--- src/rtl/uart_pkg.sv ---
// Shared constants and helpers for the UART receive path: character-length
// encodings, default widths and the frame-length function.
package uart_pkg;

    localparam int UART_DATA_MAX = 8;
    localparam int UART_CNT_W    = 4;

    localparam logic [1:0] CL_5 = 2'b00;
    localparam logic [1:0] CL_6 = 2'b01;
    localparam logic [1:0] CL_7 = 2'b10;
    localparam logic [1:0] CL_8 = 2'b11;

    // Data bits plus optional parity plus one stop bit.
    function automatic logic [UART_CNT_W-1:0] frame_len(input logic [1:0] char_len,
                                                        input logic       parity_en);
        return UART_CNT_W'(5) + UART_CNT_W'(char_len) + UART_CNT_W'(parity_en)
               + UART_CNT_W'(1);
    endfunction

endpackage

--- src/rtl/uart_receive_datapath_if.sv ---
// Character-delivery bus between the receive datapath (master) and the
// APB/FIFO consumer (slave): held character, error flags and handshake.
interface uart_receive_datapath_if
    import uart_pkg::*;
#(
    parameter int DATA_MAX = UART_DATA_MAX
);
    logic [DATA_MAX-1:0] rx_data;
    logic                rx_valid;
    logic                rx_ready;
    logic                parity_err;
    logic                framing_err;
    logic                overrun_err;
    logic                err_clr;

    modport master (
        output rx_data, rx_valid, parity_err, framing_err, overrun_err,
        input  rx_ready, err_clr
    );

    modport slave (
        input  rx_data, rx_valid, parity_err, framing_err, overrun_err,
        output rx_ready, err_clr
    );
endinterface

--- src/rtl/uart_rx_holding_reg.sv ---
// One-entry holding register for received characters with valid/ready
// handshake, per-character error flags and a sticky overrun flag.
module uart_rx_holding_reg
    import uart_pkg::*;
#(
    parameter int DATA_MAX = UART_DATA_MAX
) (
    input  logic                pclk,
    input  logic                preset,
    input  logic                capture,
    input  logic [DATA_MAX-1:0] capture_data,
    input  logic                capture_perr,
    input  logic                capture_ferr,
    input  logic                rx_ready,
    input  logic                err_clr,
    output logic [DATA_MAX-1:0] rx_data,
    output logic                rx_valid,
    output logic                parity_err,
    output logic                framing_err,
    output logic                overrun_err
);

    logic load;
    logic drop;

    // A draining register accepts a new character in the same cycle.
    assign load = capture & (~rx_valid | rx_ready);
    assign drop = capture & rx_valid & ~rx_ready;

    always_ff @(posedge pclk) begin
        if (preset) begin
            rx_data     <= '0;
            rx_valid    <= 1'b0;
            parity_err  <= 1'b0;
            framing_err <= 1'b0;
            overrun_err <= 1'b0;
        end else begin
            if (load) begin
                rx_data     <= capture_data;
                parity_err  <= capture_perr;
                framing_err <= capture_ferr;
                rx_valid    <= 1'b1;
            end else if (rx_valid && rx_ready) begin
                rx_valid    <= 1'b0;
            end

            if (drop) begin
                overrun_err <= 1'b1;
            end else if (err_clr) begin
                overrun_err <= 1'b0;
            end
        end
    end

endmodule

--- src/rtl/uart_receive_datapath.sv ---
// UART receive datapath: frame counter, LSB-first assembly, parity/stop
// evaluation and hand-off of the finished character to the holding register.
module uart_receive_datapath
    import uart_pkg::*;
#(
    parameter int DATA_MAX = UART_DATA_MAX,
    parameter int CNT_W    = UART_CNT_W
) (
    input  logic                           pclk,
    input  logic                           preset,
    input  logic                           uartn_rxd,
    input  logic                           sample_edge,
    input  logic                           receive_shift_en,
    input  logic                           receive_frame_counter_en,
    input  logic                           receive_frame_counter_clear,
    input  logic                           error_check,
    input  logic [1:0]                     char_len,
    input  logic                           parity_en,
    input  logic                           parity_odd,
    output logic                           receive_done,
    uart_receive_datapath_if.master        rx_bus
);

    logic [CNT_W-1:0]    cnt;
    logic [CNT_W-1:0]    cnt_next;
    logic [CNT_W-1:0]    data_len;
    logic [CNT_W-1:0]    n_len;
    logic [DATA_MAX-1:0] shift_reg;
    logic [DATA_MAX-1:0] data_mask;
    logic                parity_bit;
    logic                stop_bit;
    logic                sample;
    logic                error_check_p1;
    logic                capture;
    logic                parity_calc;
    logic                perr;
    logic                ferr;

    assign data_len = CNT_W'(5) + CNT_W'(char_len);
    assign n_len    = CNT_W'(frame_len(char_len, parity_en));

    // Counter saturates at the frame length so extra strobes are ignored.
    assign sample = receive_frame_counter_en & sample_edge & ~receive_frame_counter_clear
                    & (cnt < n_len);

    always_comb begin
        cnt_next = cnt;
        if (receive_frame_counter_clear) begin
            cnt_next = '0;
        end else if (receive_frame_counter_en && (cnt < n_len)) begin
            cnt_next = cnt + CNT_W'(1);
        end
    end

    always_comb begin
        data_mask = '0;
        for (int i = 0; i < DATA_MAX; i++) begin
            data_mask[i] = (CNT_W'(i) < data_len);
        end
    end

    // Stage p0: counting and bit sampling
    always_ff @(posedge pclk) begin
        if (preset) begin
            cnt            <= '0;
            receive_done   <= 1'b0;
            shift_reg      <= '0;
            parity_bit     <= 1'b0;
            stop_bit       <= 1'b0;
            error_check_p1 <= 1'b0;
        end else begin
            cnt            <= cnt_next;
            receive_done   <= (cnt_next == n_len);
            error_check_p1 <= error_check;
            for (int i = 0; i < DATA_MAX; i++) begin
                if (sample && receive_shift_en && (cnt == CNT_W'(i)) && (cnt < data_len)) begin
                    shift_reg[i] <= uartn_rxd;
                end
            end
            if (sample && parity_en && (cnt == data_len)) begin
                parity_bit <= uartn_rxd;
            end
            if (sample && (cnt == n_len - CNT_W'(1))) begin
                stop_bit <= uartn_rxd;
            end
        end
    end

    // Stage p1: evaluate the completed frame on the rising edge of error_check
    assign capture     = error_check & ~error_check_p1;
    assign parity_calc = ^(shift_reg & data_mask) ^ parity_bit;
    assign perr        = parity_en & (parity_calc != parity_odd);
    assign ferr        = ~stop_bit;

    uart_rx_holding_reg #(
        .DATA_MAX (DATA_MAX)
    ) u_holding (
        .pclk         (pclk),
        .preset       (preset),
        .capture      (capture),
        .capture_data (shift_reg & data_mask),
        .capture_perr (perr),
        .capture_ferr (ferr),
        .rx_ready     (rx_bus.rx_ready),
        .err_clr      (rx_bus.err_clr),
        .rx_data      (rx_bus.rx_data),
        .rx_valid     (rx_bus.rx_valid),
        .parity_err   (rx_bus.parity_err),
        .framing_err  (rx_bus.framing_err),
        .overrun_err  (rx_bus.overrun_err)
    );

endmodule

--- src/flat_wrapper.sv ---
// flat-port wrapper written by rule: the top's interface ports become plain ports
module uart_receive_datapath_flat import uart_pkg::*;
#(
    parameter int DATA_MAX = UART_DATA_MAX,
    parameter int CNT_W    = UART_CNT_W
)
  (pclk, preset, uartn_rxd, sample_edge, receive_shift_en, receive_frame_counter_en, receive_frame_counter_clear, error_check, char_len, parity_en, parity_odd, receive_done, rx_bus_rx_data, rx_bus_rx_valid, rx_bus_parity_err, rx_bus_framing_err, rx_bus_overrun_err, rx_bus_rx_ready, rx_bus_err_clr);
  uart_receive_datapath_if #(.DATA_MAX(DATA_MAX)) rx_bus_i ();
  input  logic pclk;
  input  logic preset;
  input  logic uartn_rxd;
  input  logic sample_edge;
  input  logic receive_shift_en;
  input  logic receive_frame_counter_en;
  input  logic receive_frame_counter_clear;
  input  logic error_check;
  input  logic [1:0] char_len;
  input  logic parity_en;
  input  logic parity_odd;
  output logic receive_done;
  output wire logic [$bits(rx_bus_i.rx_data)-1:0] rx_bus_rx_data;
  output wire logic [$bits(rx_bus_i.rx_valid)-1:0] rx_bus_rx_valid;
  output wire logic [$bits(rx_bus_i.parity_err)-1:0] rx_bus_parity_err;
  output wire logic [$bits(rx_bus_i.framing_err)-1:0] rx_bus_framing_err;
  output wire logic [$bits(rx_bus_i.overrun_err)-1:0] rx_bus_overrun_err;
  input wire logic [$bits(rx_bus_i.rx_ready)-1:0] rx_bus_rx_ready;
  input wire logic [$bits(rx_bus_i.err_clr)-1:0] rx_bus_err_clr;
  assign rx_bus_rx_data = rx_bus_i.rx_data;
  assign rx_bus_rx_valid = rx_bus_i.rx_valid;
  assign rx_bus_parity_err = rx_bus_i.parity_err;
  assign rx_bus_framing_err = rx_bus_i.framing_err;
  assign rx_bus_overrun_err = rx_bus_i.overrun_err;
  assign rx_bus_i.rx_ready = rx_bus_rx_ready;
  assign rx_bus_i.err_clr = rx_bus_err_clr;
  uart_receive_datapath #(.DATA_MAX(DATA_MAX), .CNT_W(CNT_W)) u_core (.pclk(pclk), .preset(preset), .uartn_rxd(uartn_rxd), .sample_edge(sample_edge), .receive_shift_en(receive_shift_en), .receive_frame_counter_en(receive_frame_counter_en), .receive_frame_counter_clear(receive_frame_counter_clear), .error_check(error_check), .char_len(char_len), .parity_en(parity_en), .parity_odd(parity_odd), .receive_done(receive_done), .rx_bus(rx_bus_i));
endmodule
--- config.mk ---
export PLATFORM = sky130hd
export DESIGN_NAME = uart_receive_datapath_flat
export DESIGN_NICKNAME = d
export VERILOG_FILES = /design/src/rtl/uart_pkg.sv /design/src/rtl/uart_receive_datapath_if.sv /design/src/rtl/uart_rx_holding_reg.sv /design/src/rtl/uart_receive_datapath.sv /design/src/flat_wrapper.sv
export SDC_FILE = /design/constraint.sdc
export NUM_CORES = 1
export LEC_CHECK = 0
export BUFFER_PORTS_ARGS = -buffer_cell sky130_fd_sc_hd__buf_2
export CORE_MARGIN = 2
export CORE_UTILIZATION = 45
export DETAILED_ROUTE_END_ITERATION = 16
export PLACE_DENSITY = 0.73
export SLEW_MARGIN = 10
export SYNTH_ARGS = -nofsm -noshare
export SYNTH_HDL_FRONTEND = slang
export SYNTH_SLANG_ARGS = --single-unit
--- constraint.sdc ---
create_clock -name pclk -period 6.01 [get_ports pclk]
set_clock_uncertainty 0.2 [all_clocks]
set_input_delay 1.202 -clock pclk [delete_from_list [all_inputs] [get_ports pclk]]
set_output_delay 1.202 -clock pclk [all_outputs]
set_load 0.05 [all_outputs]
==> results of run 1 <==
[logic make-up (layout without fill, tap and decap cells)]
| family | after synthesis | after routing |
|---|---|---|
| AND/OR/NAND/NOR | 78 | 78 |
| AO/OA/AOI/OAI | 47 | 47 |
| flip-flops | 28 | 28 |
| buffers and inverters | 21 | 41 |
| XOR/XNOR | 15 | 15 |
| adder cells (fa/ha/maj) | 14 | 14 |
| multiplexers | 7 | 7 |
[layout make-up]
class	count	area (um^2)	area share, %
multi-input cells	161	1110	56.2
flip-flops and latches	28	561	28.4
repair buffers	26	130	6.59
well taps	48	60.1	3.04
clock buffers	3	41.3	2.09
inverters	11	41.3	2.09
clock inverters	1	30.0	1.52
[layout by cell type (no fill, tap or decap), drive strengths merged, types with 3 or more instances in the layout]
master and count:
a21boi 4, a21oi 19, buf 26, clkbuf 3, dfxtp 28, ha 13
inv 11, mux2i 7, nand2 19, nand2b 6, nand3 8, nand4 4
nor2 16, nor2b 4, nor3 4, nor4 10, o21ai 7, xnor2 12
xor2 3
[worst max path at each step]
stage | startpoint | cells after the start | to | slack [ns]
final | char_len[0] | 8 | u_core.receive_done | 2.27
after global placement | char_len[0] | 8 | u_core.receive_done | 2.09
after CTS | char_len[0] | 8 | u_core.receive_done | 2.29
after global routing | parity_en | 9 | u_core.receive_done | 2.13
after floorplan | parity_en | 8 | u_core.receive_done | 2.38
after detailed placement | char_len[0] | 8 | u_core.receive_done | 2.00
[critical path, delay by kind of cell]
kind	cells	cell delay, ns
AO/OA/AOI/OAI	2	0.90
adder cells (fa/ha/maj)	2	0.81
AND/OR/NAND/NOR	2	0.47
multiplexers	1	0.19
buffers and inverters	1	0.13
[per-stage QoR]
step / total power, mW / instances
floorplan: 0.244 / 210
global placement: 0.261 / 274
detailed placement: 0.262 / 274
CTS: 0.412 / 278
global route: 0.430 / 278
finish: 0.408 / 278
[routing by layer]
metal | wire, um | vias up
met3 | 149 | 6
met2 | 1830 | 38
li1 | - | 783
met4 | 68 | 0
met1 | 1910 | 722
met5 | 0 | -
[power by group]
part / switching [mW] / internal, mW / leakage (nW) / total [mW]
Combinational: 0.0447 / 0.0236 / 0.505 / 0.0683
Sequential: 0.00243 / 0.188 / 0.227 / 0.190
Clock: 0.0606 / 0.0892 / 0.0357 / 0.150
==> impl_metrics.xml, run 1 <==
<?xml version="1.0" encoding="UTF-8"?>
<metrics>
  <group name="yosys">
    <metric name="synth_top_cell_area_share" unit="%">31.9</metric>
    <metric name="synthesis.yosys.warnings" unit="">0</metric>
    <metric name="ys_async_sr_fraction" unit="%">0</metric>
    <metric name="synth-seq-area-share" unit="%">31.9</metric>
    <metric name="synth.top_cells.by_count" unit="">28 x sky130_fd_sc_hd__dfxtp_1, 19 x sky130_fd_sc_hd__nand2_1, 18 x sky130_fd_sc_hd__a21oi_1</metric>
    <metric name="post_synth_fa_ha_maj_area_fraction" unit="%">10.4</metric>
    <metric name="syn-num-nets" unit="">238</metric>
    <metric name="edff_count_synth" unit="">0</metric>
    <metric name="main_combinational_cell_family_by_area_after_synthesis" unit="">simple AND/OR/NAND/NOR gates</metric>
    <metric name="yosys-top-cells-area" unit="">sky130_fd_sc_hd__dfxtp_1 32%, sky130_fd_sc_hd__ha_1 9.3%, sky130_fd_sc_hd__xnor2_1 6.0%</metric>
    <metric name="synth-xor-area-share" unit="%">7.47</metric>
    <metric name="ys_seq_elements" unit="">28</metric>
    <metric name="synth_top_flop_cell" unit="">sky130_fd_sc_hd__dfxtp_1</metric>
    <metric name="post_synthesis_area_per_instance" unit="um^2">8.37</metric>
    <metric name="cells_after_synthesis" unit="">210</metric>
    <metric name="yosys-mux-area-fraction" unit="%">3.99</metric>
    <metric name="most_used_standard_cell_by_instance_count_after_synthesis" unit="">sky130_fd_sc_hd__dfxtp_1</metric>
    <metric name="post_synth_num_cell_types" unit="">44</metric>
    <metric name="synth_top_area_cell" unit="">sky130_fd_sc_hd__dfxtp_1</metric>
    <metric name="synth-compound-area-share" unit="%">19.0</metric>
    <metric name="area_of_the_mapped_netlist" unit="um^2">1760</metric>
    <metric name="simple_gate_portion_of_the_synthesized_area" unit="%">22.3</metric>
  </group>
  <group name="setup_path">
    <metric name="critical_path.slowest_cell" unit="">sky130_fd_sc_hd__fa_1</metric>
    <metric name="critical_path_fanouts_max" unit="">10</metric>
    <metric name="arrival" unit="ns">3.70</metric>
    <metric name="regToRegSetupSlack" unit="ns">3.19</metric>
    <metric name="cp-start-kind" unit="">input pin</metric>
    <metric name="reg2reg_to" unit="">u_core.receive_done</metric>
    <metric name="ff2ff_path_depth" unit="">7</metric>
    <metric name="timing.rr.start" unit="">u_core.cnt[0]</metric>
    <metric name="slowest_delay" unit="ns">0.61</metric>
    <metric name="critPathCaptureType" unit="">register</metric>
    <metric name="worst-setup-path-type" unit="">input pin to register</metric>
    <metric name="critical_path_required" unit="ns">5.98</metric>
    <metric name="crit_path_cell_trace" unit="">buf_2 &gt; ha_1 &gt; fa_1 &gt; nor2_1 &gt; o311ai_4 &gt; mux2i_1 &gt; or3_1 &gt; a2111oi_1</metric>
  </group>
  <group name="pwr">
    <metric name="p_leak" unit="nW">0.767</metric>
    <metric name="max-vdd-ir-drop" unit="V">0.000148</metric>
    <metric name="power.density" unit="nW/um^2">207</metric>
  </group>
  <group name="drt">
    <metric name="routed-via-count" unit="">1549</metric>
    <metric name="route.detailed.drc" unit="">0</metric>
    <metric name="drt_iter0_drc" unit="">58</metric>
    <metric name="detail-route-antenna-nets" unit="">0</metric>
    <metric name="route.detailed.vias_per_inst" unit="">5.57</metric>
    <metric name="detailedRoute.firstPassIterationCount" unit="">4</metric>
    <metric name="finalWirelength" unit="mm">3.96</metric>
    <metric name="routed_wire_length_per_instance" unit="um">14.2</metric>
  </group>
  <group name="timing">
    <metric name="final.setup.worst_slack" unit="ns">2.27</metric>
    <metric name="setup_total_negative_slack" unit="ns">0</metric>
    <metric name="fin_crit_sh" unit="%">62.2</metric>
    <metric name="slew_violations" unit="">0</metric>
    <metric name="setup_viol" unit="">0</metric>
    <metric name="hold_viol_final" unit="">0</metric>
    <metric name="timing.final.crit_period" unit="ns">3.74</metric>
    <metric name="maxSlewHeadroom" unit="%">30.6</metric>
    <metric name="fmax" unit="MHz">268</metric>
    <metric name="worst_hold_slack" unit="ns">0.251</metric>
    <metric name="max_slew.worst_pin.slew" unit="ns">1.04</metric>
    <metric name="grt_setup_unrepaired" unit="">no</metric>
  </group>
  <group name="floorplanning">
    <metric name="die_width" unit="um">66.5</metric>
    <metric name="die_footprint" unit="um^2">4420</metric>
    <metric name="fp-row-count" unit="">22</metric>
    <metric name="ioPinCount" unit="">27</metric>
    <metric name="core_area" unit="um^2">3720</metric>
    <metric name="initial_utilization" unit="%">47.3</metric>
    <metric name="die_ht" unit="um">66.5</metric>
  </group>
  <group name="final_layout">
    <metric name="post_route_cells_drive_above_1_share" unit="%">15.7</metric>
    <metric name="filler_cell_count" unit="">370</metric>
    <metric name="n_antenna_cell" unit="">0</metric>
    <metric name="fin_util" unit="%">53.1</metric>
    <metric name="fin_area" unit="um^2">1970</metric>
    <metric name="finish.net_count" unit="">259</metric>
    <metric name="area_growth" unit="%">12.2</metric>
  </group>
  <group name="hold_path">
    <metric name="hp-class" unit="">register to register</metric>
    <metric name="whs_path_depth" unit="">2</metric>
    <metric name="worstHoldStart" unit="">u_core.u_holding.rx_data[6]</metric>
    <metric name="whs_endpoint" unit="">u_core.u_holding.rx_data[6]</metric>
  </group>
  <group name="global_route">
    <metric name="highest_utilization_routing_layer_at_the_global_route_stage" unit="">met2</metric>
    <metric name="global_route_met1_usage" unit="%">25.8</metric>
    <metric name="first_global_vias" unit="">1463</metric>
    <metric name="grt_max_degree" unit="">30</metric>
    <metric name="grt_remaining_overflow" unit="">0</metric>
    <metric name="grt_util_met3" unit="%">2.20</metric>
    <metric name="wire_length_of_the_first_global_routing_pass" unit="mm">6.70</metric>
    <metric name="grtUsageMet2" unit="%">33.8</metric>
    <metric name="grt_antenna_before_repair" unit="">0</metric>
    <metric name="grt_use_total" unit="%">19.7</metric>
  </group>
  <group name="status">
    <metric name="outcome" unit="">completed</metric>
  </group>
  <group name="place">
    <metric name="dp_hpwl" unit="mm">2.87</metric>
    <metric name="placed_cell_area" unit="um^2">1900</metric>
    <metric name="globalplace.congestion" unit="">0.871</metric>
    <metric name="place.port_buffers" unit="">26</metric>
    <metric name="placement.setup.worst_slack" unit="ns">2.00</metric>
  </group>
  <group name="clock_network">
    <metric name="max-clock-path-buffers" unit="">2</metric>
    <metric name="ctsRootBufferMaster" unit="">sky130_fd_sc_hd__clkbuf_8</metric>
    <metric name="clock_sinks" unit="">28</metric>
    <metric name="cts_buffers" unit="">3</metric>
    <metric name="clkTransAtPathRegs" unit="ns">0.10</metric>
    <metric name="clk-insertion-delay-late" unit="ns">0.28</metric>
    <metric name="htreeDepth" unit="">1</metric>
    <metric name="cts_hold_repair.buffers" unit="">0</metric>
    <metric name="postCtsResizedCells" unit="">0</metric>
    <metric name="postCtsSetupRepairBufs" unit="">0</metric>
    <metric name="cts_tree" unit="">yes</metric>
  </group>
  <group name="run">
    <metric name="max_cap_violations" unit="">0</metric>
  </group>
</metrics>
Power figures use the tool's default switching activity.
==> inputs of run 2 (changes only) <==
==> constraint.sdc (replaced) <==
create_clock -name pclk -period 3.7 [get_ports pclk]
set_clock_uncertainty 0.2 [all_clocks]
set_input_delay 0.74 -clock pclk [delete_from_list [all_inputs] [get_ports pclk]]
set_output_delay 0.74 -clock pclk [all_outputs]
set_load 0.05 [all_outputs]
==> run 2 against run 1 <==
Compared with the run above:
- final area is 0.32% higher
- total power is 50% higher
- register-to-register slack worse by 2.1 ns
- global-route usage is 0.48 points lower
- routed wire length is 0.48% lower
- critical endpoint unchanged
- highest routed layer unchanged
==> impl_metrics.xml, run 2 (synthesis results as in run 1) <==
<?xml version="1.0" encoding="UTF-8"?>
<metrics>
  <group name="timing">
    <metric name="worst_hold_slack" unit="ns">0.253</metric>
    <metric name="fin_crit_sh" unit="%">82.3</metric>
    <metric name="hold_viol_final" unit="">0</metric>
    <metric name="final.setup.worst_slack" unit="ns">0.656</metric>
    <metric name="grt_setup_unrepaired" unit="">no</metric>
    <metric name="setup_viol" unit="">0</metric>
    <metric name="fmax" unit="MHz">329</metric>
    <metric name="max_slew.worst_pin.slew" unit="ns">0.536</metric>
    <metric name="slew_violations" unit="">0</metric>
    <metric name="timing.final.crit_period" unit="ns">3.04</metric>
    <metric name="setup_total_negative_slack" unit="ns">0</metric>
    <metric name="maxSlewHeadroom" unit="%">64.2</metric>
  </group>
  <group name="drt">
    <metric name="drt_iter0_drc" unit="">86</metric>
    <metric name="routed-via-count" unit="">1539</metric>
    <metric name="route.detailed.drc" unit="">0</metric>
    <metric name="finalWirelength" unit="mm">3.94</metric>
    <metric name="detailedRoute.firstPassIterationCount" unit="">4</metric>
    <metric name="detail-route-antenna-nets" unit="">0</metric>
    <metric name="routed_wire_length_per_instance" unit="um">14.0</metric>
    <metric name="route.detailed.vias_per_inst" unit="">5.48</metric>
  </group>
  <group name="floorplanning">
    <metric name="die_width" unit="um">66.5</metric>
    <metric name="die_ht" unit="um">66.5</metric>
    <metric name="core_area" unit="um^2">3720</metric>
    <metric name="ioPinCount" unit="">27</metric>
    <metric name="fp-row-count" unit="">22</metric>
    <metric name="initial_utilization" unit="%">47.3</metric>
    <metric name="die_footprint" unit="um^2">4420</metric>
  </group>
  <group name="pwr">
    <metric name="p_int" unit="uW">441</metric>
    <metric name="power.net_switching" unit="uW">172</metric>
    <metric name="p_leak" unit="nW">0.775</metric>
    <metric name="pwr-share-clk" unit="%">31.1</metric>
    <metric name="switching_share" unit="%">28.1</metric>
    <metric name="max-vdd-ir-drop" unit="V">0.000203</metric>
    <metric name="p_seq_share" unit="%">50.5</metric>
    <metric name="comb_power_share" unit="%">18.5</metric>
    <metric name="power.density" unit="nW/um^2">310</metric>
  </group>
  <group name="clock_network">
    <metric name="clock_sinks" unit="">28</metric>
    <metric name="cts_buffers" unit="">3</metric>
    <metric name="cts_tree" unit="">yes</metric>
    <metric name="clk-insertion-delay-late" unit="ns">0.28</metric>
    <metric name="ctsRootBufferMaster" unit="">sky130_fd_sc_hd__clkbuf_8</metric>
    <metric name="postCtsSetupRepairBufs" unit="">0</metric>
    <metric name="max-clock-path-buffers" unit="">2</metric>
    <metric name="htreeDepth" unit="">1</metric>
    <metric name="cts_hold_repair.buffers" unit="">0</metric>
    <metric name="postCtsResizedCells" unit="">0</metric>
    <metric name="clkTransAtPathRegs" unit="ns">0.10</metric>
  </group>
  <group name="global_route">
    <metric name="grt_max_degree" unit="">30</metric>
    <metric name="grt_antenna_before_repair" unit="">0</metric>
    <metric name="grt_use_total" unit="%">19.3</metric>
    <metric name="wire_length_of_the_first_global_routing_pass" unit="mm">6.51</metric>
    <metric name="grtUsageMet2" unit="%">31.8</metric>
    <metric name="highest_utilization_routing_layer_at_the_global_route_stage" unit="">met2</metric>
    <metric name="grt_util_met3" unit="%">2.53</metric>
    <metric name="first_global_vias" unit="">1384</metric>
    <metric name="grt_remaining_overflow" unit="">0</metric>
    <metric name="global_route_met1_usage" unit="%">26.1</metric>
  </group>
  <group name="final_layout">
    <metric name="finish.net_count" unit="">262</metric>
    <metric name="register_area" unit="um^2">561</metric>
    <metric name="n_antenna_cell" unit="">0</metric>
    <metric name="filler_cell_count" unit="">356</metric>
    <metric name="area_growth" unit="%">12.6</metric>
    <metric name="mostFrequentLayoutCell" unit="">sky130_fd_sc_hd__dfxtp_1</metric>
    <metric name="post_route_cells_drive_above_1_share" unit="%">16.7</metric>
    <metric name="multi_input_area" unit="um^2">1110</metric>
    <metric name="highest_count_cells_in_the_layout_ignoring_fill_and_taps" unit="">28 x sky130_fd_sc_hd__dfxtp_1, 26 x sky130_fd_sc_hd__buf_2, 19 x sky130_fd_sc_hd__nand2_1, 18 x sky130_fd_sc_hd__a21oi_1, 16 x sky130_fd_sc_hd__nor2_1</metric>
  </group>
  <group name="setup_path">
    <metric name="critical_path.slowest_cell" unit="">sky130_fd_sc_hd__fa_1</metric>
    <metric name="cp-start-kind" unit="">input pin</metric>
    <metric name="crit_path_cell_trace" unit="">buf_2 &gt; ha_1 &gt; fa_1 &gt; nor2_1 &gt; o311ai_4 &gt; mux2i_1 &gt; or3_1 &gt; a2111oi_1</metric>
    <metric name="startpoint" unit="">char_len[0]</metric>
    <metric name="arrival" unit="ns">3.01</metric>
    <metric name="critical_path_fanouts_max" unit="">6</metric>
    <metric name="critPathCaptureType" unit="">register</metric>
    <metric name="timing.rr.start" unit="">u_core.cnt[0]</metric>
    <metric name="slowest_delay" unit="ns">0.62</metric>
    <metric name="worst-setup-path-type" unit="">input pin to register</metric>
    <metric name="critical_path_required" unit="ns">3.67</metric>
  </group>
  <group name="place">
    <metric name="dp_hpwl" unit="mm">2.92</metric>
    <metric name="placement.setup.worst_slack" unit="ns">0.380</metric>
    <metric name="globalplace.congestion" unit="">0.891</metric>
    <metric name="place.port_buffers" unit="">26</metric>
  </group>
  <group name="hold_path">
    <metric name="hp-class" unit="">register to register</metric>
    <metric name="worstHoldStart" unit="">u_core.u_holding.rx_data[6]</metric>
  </group>
  <group name="status">
    <metric name="outcome" unit="">completed</metric>
  </group>
  <group name="run">
    <metric name="max_cap_violations" unit="">0</metric>
  </group>
</metrics>
## run 2: changes by cell type in the layout (fill, tap and decap cells not counted)
| cell | change |
|---|---|
| sky130_fd_sc_hd__bufinv_16 | -1 |
| sky130_fd_sc_hd__buf_4 | +3 |
| sky130_fd_sc_hd__clkbuf_8 | +1 |
## run 2: power by group through the flow
stage | Sequential (mW) | Clock [mW] | Combinational [mW]
after detailed placement | 0.316 | 0 | 0.112
final | 0.309 | 0.191 | 0.113
after global routing | 0.310 | 0.208 | 0.124
after global placement | 0.316 | 0 | 0.111
after floorplan | 0.323 | 0 | 0.0732
after CTS | 0.309 | 0.198 | 0.113
## run 2: through the flow
| stage | utilization (%) | power [mW] | instances | area (um^2) |
|---|---|---|---|---|
| after floorplan | - | 0.396 | 210 | 1760 |
| after global placement | 51.8 | 0.427 | 277 | 1920 |
| after detailed placement | 51.8 | 0.428 | 277 | 1920 |
| after CTS | 53.3 | 0.620 | 281 | 1980 |
| after global routing | 53.3 | 0.643 | 281 | 1980 |
| final | 53.3 | 0.613 | 281 | 1980 |
## run 2: final timing paths
| path | to | slack [ns] | depth (start not counted) |
|---|---|---|---|
| max | u_core.receive_done | 0.66 | 8 |
| min | u_core.u_holding.rx_data[6] | 0.25 | 2 |
| max reg2reg | u_core.receive_done | 1.12 | 7 |
| min reg2reg | u_core.u_holding.rx_data[6] | 0.25 | 2 |
## run 2: layout make-up
type                       instances  area share (%)
inverter                          11            2.09
clock buffer                       4            2.78
sequential                        28            28.3
multi-input combinational        161            56.1
tap                               48            3.03
timing repair buffer              29            7.71
## run 2: layer usage
metal	up-vias	part of all wire, %
li1	795	-
met1	716	48
met2	24	48
met3	4	2.9
met4	0	1.0
met5	-	0
## run 2: worst max-delay path, delay by kind of cell
| kind | cells | cell delay, ns |
|---|---|---|
| compound gates | 2 | 0.68 |
| fa+ha+maj | 2 | 0.83 |
| buf+inv | 1 | 0.13 |
| mux | 1 | 0.15 |
| simple gates | 2 | 0.50 |
==> inputs of run 3 (changes only) <==
==> constraint.sdc (replaced) <==
create_clock -name pclk -period 3.2 [get_ports pclk]
set_clock_uncertainty 0.2 [all_clocks]
set_input_delay 0.64 -clock pclk [delete_from_list [all_inputs] [get_ports pclk]]
set_output_delay 0.64 -clock pclk [all_outputs]
set_load 0.05 [all_outputs]
==> run 3 against run 2 <==
Compared with the run above:
- hold slack improved by 0.0061 ns
- via count rose by 2.9%
- sequential share of layout area down 0.12 points
- setup slack worse by 0.33 ns
- critical endpoint unchanged
==> impl_metrics.xml, run 3 (synthesis results as in run 1) <==
<?xml version="1.0" encoding="UTF-8"?>
<metrics>
  <group name="status">
    <metric name="outcome" unit="">completed</metric>
  </group>
  <group name="hold_path">
    <metric name="whs_path_depth" unit="">2</metric>
    <metric name="hp-class" unit="">register to register</metric>
    <metric name="whs_endpoint" unit="">u_core.u_holding.rx_data[0]</metric>
    <metric name="worstHoldStart" unit="">u_core.u_holding.rx_data[0]</metric>
  </group>
  <group name="pwr">
    <metric name="power.net_switching" unit="uW">189</metric>
    <metric name="power.density" unit="nW/um^2">340</metric>
    <metric name="switching_share" unit="%">28.0</metric>
    <metric name="comb_power_share" unit="%">19.5</metric>
    <metric name="pwr-share-clk" unit="%">27.5</metric>
    <metric name="p_leak" unit="nW">0.782</metric>
    <metric name="p_int" unit="uW">486</metric>
    <metric name="post-layout-total-power" unit="uW">675</metric>
    <metric name="p_seq_share" unit="%">52.9</metric>
    <metric name="max-vdd-ir-drop" unit="V">0.000332</metric>
  </group>
  <group name="clock_network">
    <metric name="postCtsResizedCells" unit="">0</metric>
    <metric name="clock_sinks" unit="">28</metric>
    <metric name="max-clock-path-buffers" unit="">2</metric>
    <metric name="postCtsSetupRepairBufs" unit="">0</metric>
    <metric name="htreeDepth" unit="">1</metric>
    <metric name="clkTransAtPathRegs" unit="ns">0.09</metric>
    <metric name="cts_hold_repair.buffers" unit="">0</metric>
    <metric name="cts_tree" unit="">yes</metric>
    <metric name="ctsRootBufferMaster" unit="">sky130_fd_sc_hd__clkbuf_8</metric>
    <metric name="cts_buffers" unit="">3</metric>
    <metric name="clk-insertion-delay-late" unit="ns">0.26</metric>
  </group>
  <group name="global_route">
    <metric name="grt_use_total" unit="%">19.6</metric>
    <metric name="grt_max_degree" unit="">30</metric>
    <metric name="first_global_vias" unit="">1439</metric>
    <metric name="wire_length_of_the_first_global_routing_pass" unit="mm">6.59</metric>
    <metric name="grt_remaining_overflow" unit="">0</metric>
    <metric name="grt_antenna_before_repair" unit="">0</metric>
  </group>
  <group name="drt">
    <metric name="route.detailed.vias_per_inst" unit="">5.59</metric>
    <metric name="routed_wire_length_per_instance" unit="um">13.8</metric>
    <metric name="routed-via-count" unit="">1583</metric>
    <metric name="detail-route-antenna-nets" unit="">0</metric>
    <metric name="route.detailed.drc" unit="">0</metric>
    <metric name="detailedRoute.firstPassIterationCount" unit="">4</metric>
    <metric name="drt_iter0_drc" unit="">72</metric>
    <metric name="finalWirelength" unit="mm">3.92</metric>
  </group>
  <group name="floorplanning">
    <metric name="core_area" unit="um^2">3720</metric>
    <metric name="die_footprint" unit="um^2">4420</metric>
    <metric name="initial_utilization" unit="%">47.3</metric>
    <metric name="fp-row-count" unit="">22</metric>
    <metric name="die_width" unit="um">66.5</metric>
    <metric name="ioPinCount" unit="">27</metric>
    <metric name="die_ht" unit="um">66.5</metric>
  </group>
  <group name="setup_path">
    <metric name="timing.rr.start" unit="">u_core.cnt[0]</metric>
    <metric name="critPathCaptureType" unit="">register</metric>
    <metric name="ff2ff_path_depth" unit="">7</metric>
    <metric name="reg2reg_to" unit="">u_core.receive_done</metric>
    <metric name="regToRegSetupSlack" unit="ns">0.68</metric>
    <metric name="worst-setup-path-type" unit="">input pin to register</metric>
    <metric name="cp-start-kind" unit="">input pin</metric>
    <metric name="arrival" unit="ns">2.84</metric>
    <metric name="critical_path_fanouts_max" unit="">5</metric>
    <metric name="critical_path_required" unit="ns">3.16</metric>
  </group>
  <group name="timing">
    <metric name="fmax" unit="MHz">348</metric>
    <metric name="hold_viol_final" unit="">0</metric>
    <metric name="fin_crit_sh" unit="%">89.9</metric>
    <metric name="setup_viol" unit="">0</metric>
    <metric name="maxSlewHeadroom" unit="%">64.0</metric>
    <metric name="slew_violations" unit="">0</metric>
    <metric name="setup_total_negative_slack" unit="ns">0</metric>
    <metric name="timing.final.crit_period" unit="ns">2.88</metric>
    <metric name="max_slew.worst_pin.slew" unit="ns">0.539</metric>
    <metric name="grt_setup_unrepaired" unit="">no</metric>
    <metric name="final.setup.worst_slack" unit="ns">0.323</metric>
    <metric name="worst_hold_slack" unit="ns">0.259</metric>
  </group>
  <group name="final_layout">
    <metric name="post_route_cells_drive_above_1_share" unit="%">17.4</metric>
    <metric name="filler_cell_count" unit="">381</metric>
    <metric name="area_growth" unit="%">13.1</metric>
    <metric name="fin_area" unit="um^2">1990</metric>
    <metric name="instances_no_fill" unit="">283</metric>
    <metric name="finish.net_count" unit="">265</metric>
    <metric name="fin_util" unit="%">53.5</metric>
    <metric name="mostFrequentLayoutCell" unit="">sky130_fd_sc_hd__dfxtp_1</metric>
    <metric name="highest_count_cells_in_the_layout_ignoring_fill_and_taps" unit="">28 x sky130_fd_sc_hd__dfxtp_1, 26 x sky130_fd_sc_hd__buf_2, 19 x sky130_fd_sc_hd__nand2_1, 18 x sky130_fd_sc_hd__a21oi_1, 16 x sky130_fd_sc_hd__nor2_1</metric>
    <metric name="n_antenna_cell" unit="">0</metric>
  </group>
  <group name="place">
    <metric name="place.port_buffers" unit="">26</metric>
    <metric name="post_place_cells" unit="">280</metric>
    <metric name="globalplace.congestion" unit="">0.868</metric>
    <metric name="dp_hpwl" unit="mm">3.00</metric>
    <metric name="placement.setup.worst_slack" unit="ns">0.0649</metric>
    <metric name="placed_cell_area" unit="um^2">1950</metric>
  </group>
  <group name="run">
    <metric name="max_cap_violations" unit="">0</metric>
  </group>
</metrics>
==> run 3: cell types whose count changed in the layout (fill, tap and decap cells not counted) <==
| cell | previous run | this run |
|---|---|---|
| sky130_fd_sc_hd__clkbuf_8 | 4 | 3 |
| sky130_fd_sc_hd__buf_4 | 3 | 6 |
==> run 3: power groups by stage <==
stage / sequential, mW / clock [mW] / combinational [mW]
after global routing: 0.358 / 0.211 / 0.148
after global placement: 0.365 / 0 / 0.131
final: 0.357 / 0.186 / 0.132
after detailed placement: 0.366 / 0 / 0.132
after floorplan: 0.374 / 0 / 0.0846
after CTS: 0.357 / 0.193 / 0.133
==> run 3: routing by layer <==
layer / vias to the layer above / routed length, um / track usage (%) / part of all wire (%)
met5: - / 0 / 0 / 0
met4: 0 / 106 / 6.63 / 2.7
met3: 6 / 263 / 3.21 / 6.7
met2: 51 / 1760 / 31.9 / 45
met1: 728 / 1780 / 26.1 / 45
li1: 798 / - / - / -
==> run 3: worst max-delay path by stage <==
stage                startpoint                   to  slack, ns
floorplan             parity_en  u_core.receive_done       0.13
finish              char_len[0]  u_core.receive_done       0.32
global route        char_len[0]  u_core.receive_done       0.10
detailed placement  char_len[0]  u_core.receive_done       0.06
CTS                 char_len[0]  u_core.receive_done       0.33
global placement    char_len[0]  u_core.receive_done       0.09
==> run 3: final cells by class <==
class / count / area, um^2 / area share (%)
Multi-Input combinational cell: 161 / 1110 / 55.8
Sequential cell: 28 / 561 / 28.2
Timing Repair Buffer: 32 / 175 / 8.81
Tap cell: 48 / 60.1 / 3.02
Clock buffer: 3 / 41.3 / 2.08
Inverter: 11 / 41.3 / 2.08
==> run 3: worst max-delay path, cell delays in order <==
cell and delay [ns]:
sky130_fd_sc_hd__buf_2 0.12, sky130_fd_sc_hd__ha_1 0.20, sky130_fd_sc_hd__fa_1 0.58, sky130_fd_sc_hd__nor2_1 0.13, sky130_fd_sc_hd__o311ai_4 0.31, sky130_fd_sc_hd__mux2i_1 0.15, sky130_fd_sc_hd__or3_1 0.34, sky130_fd_sc_hd__a2111oi_1 0.36
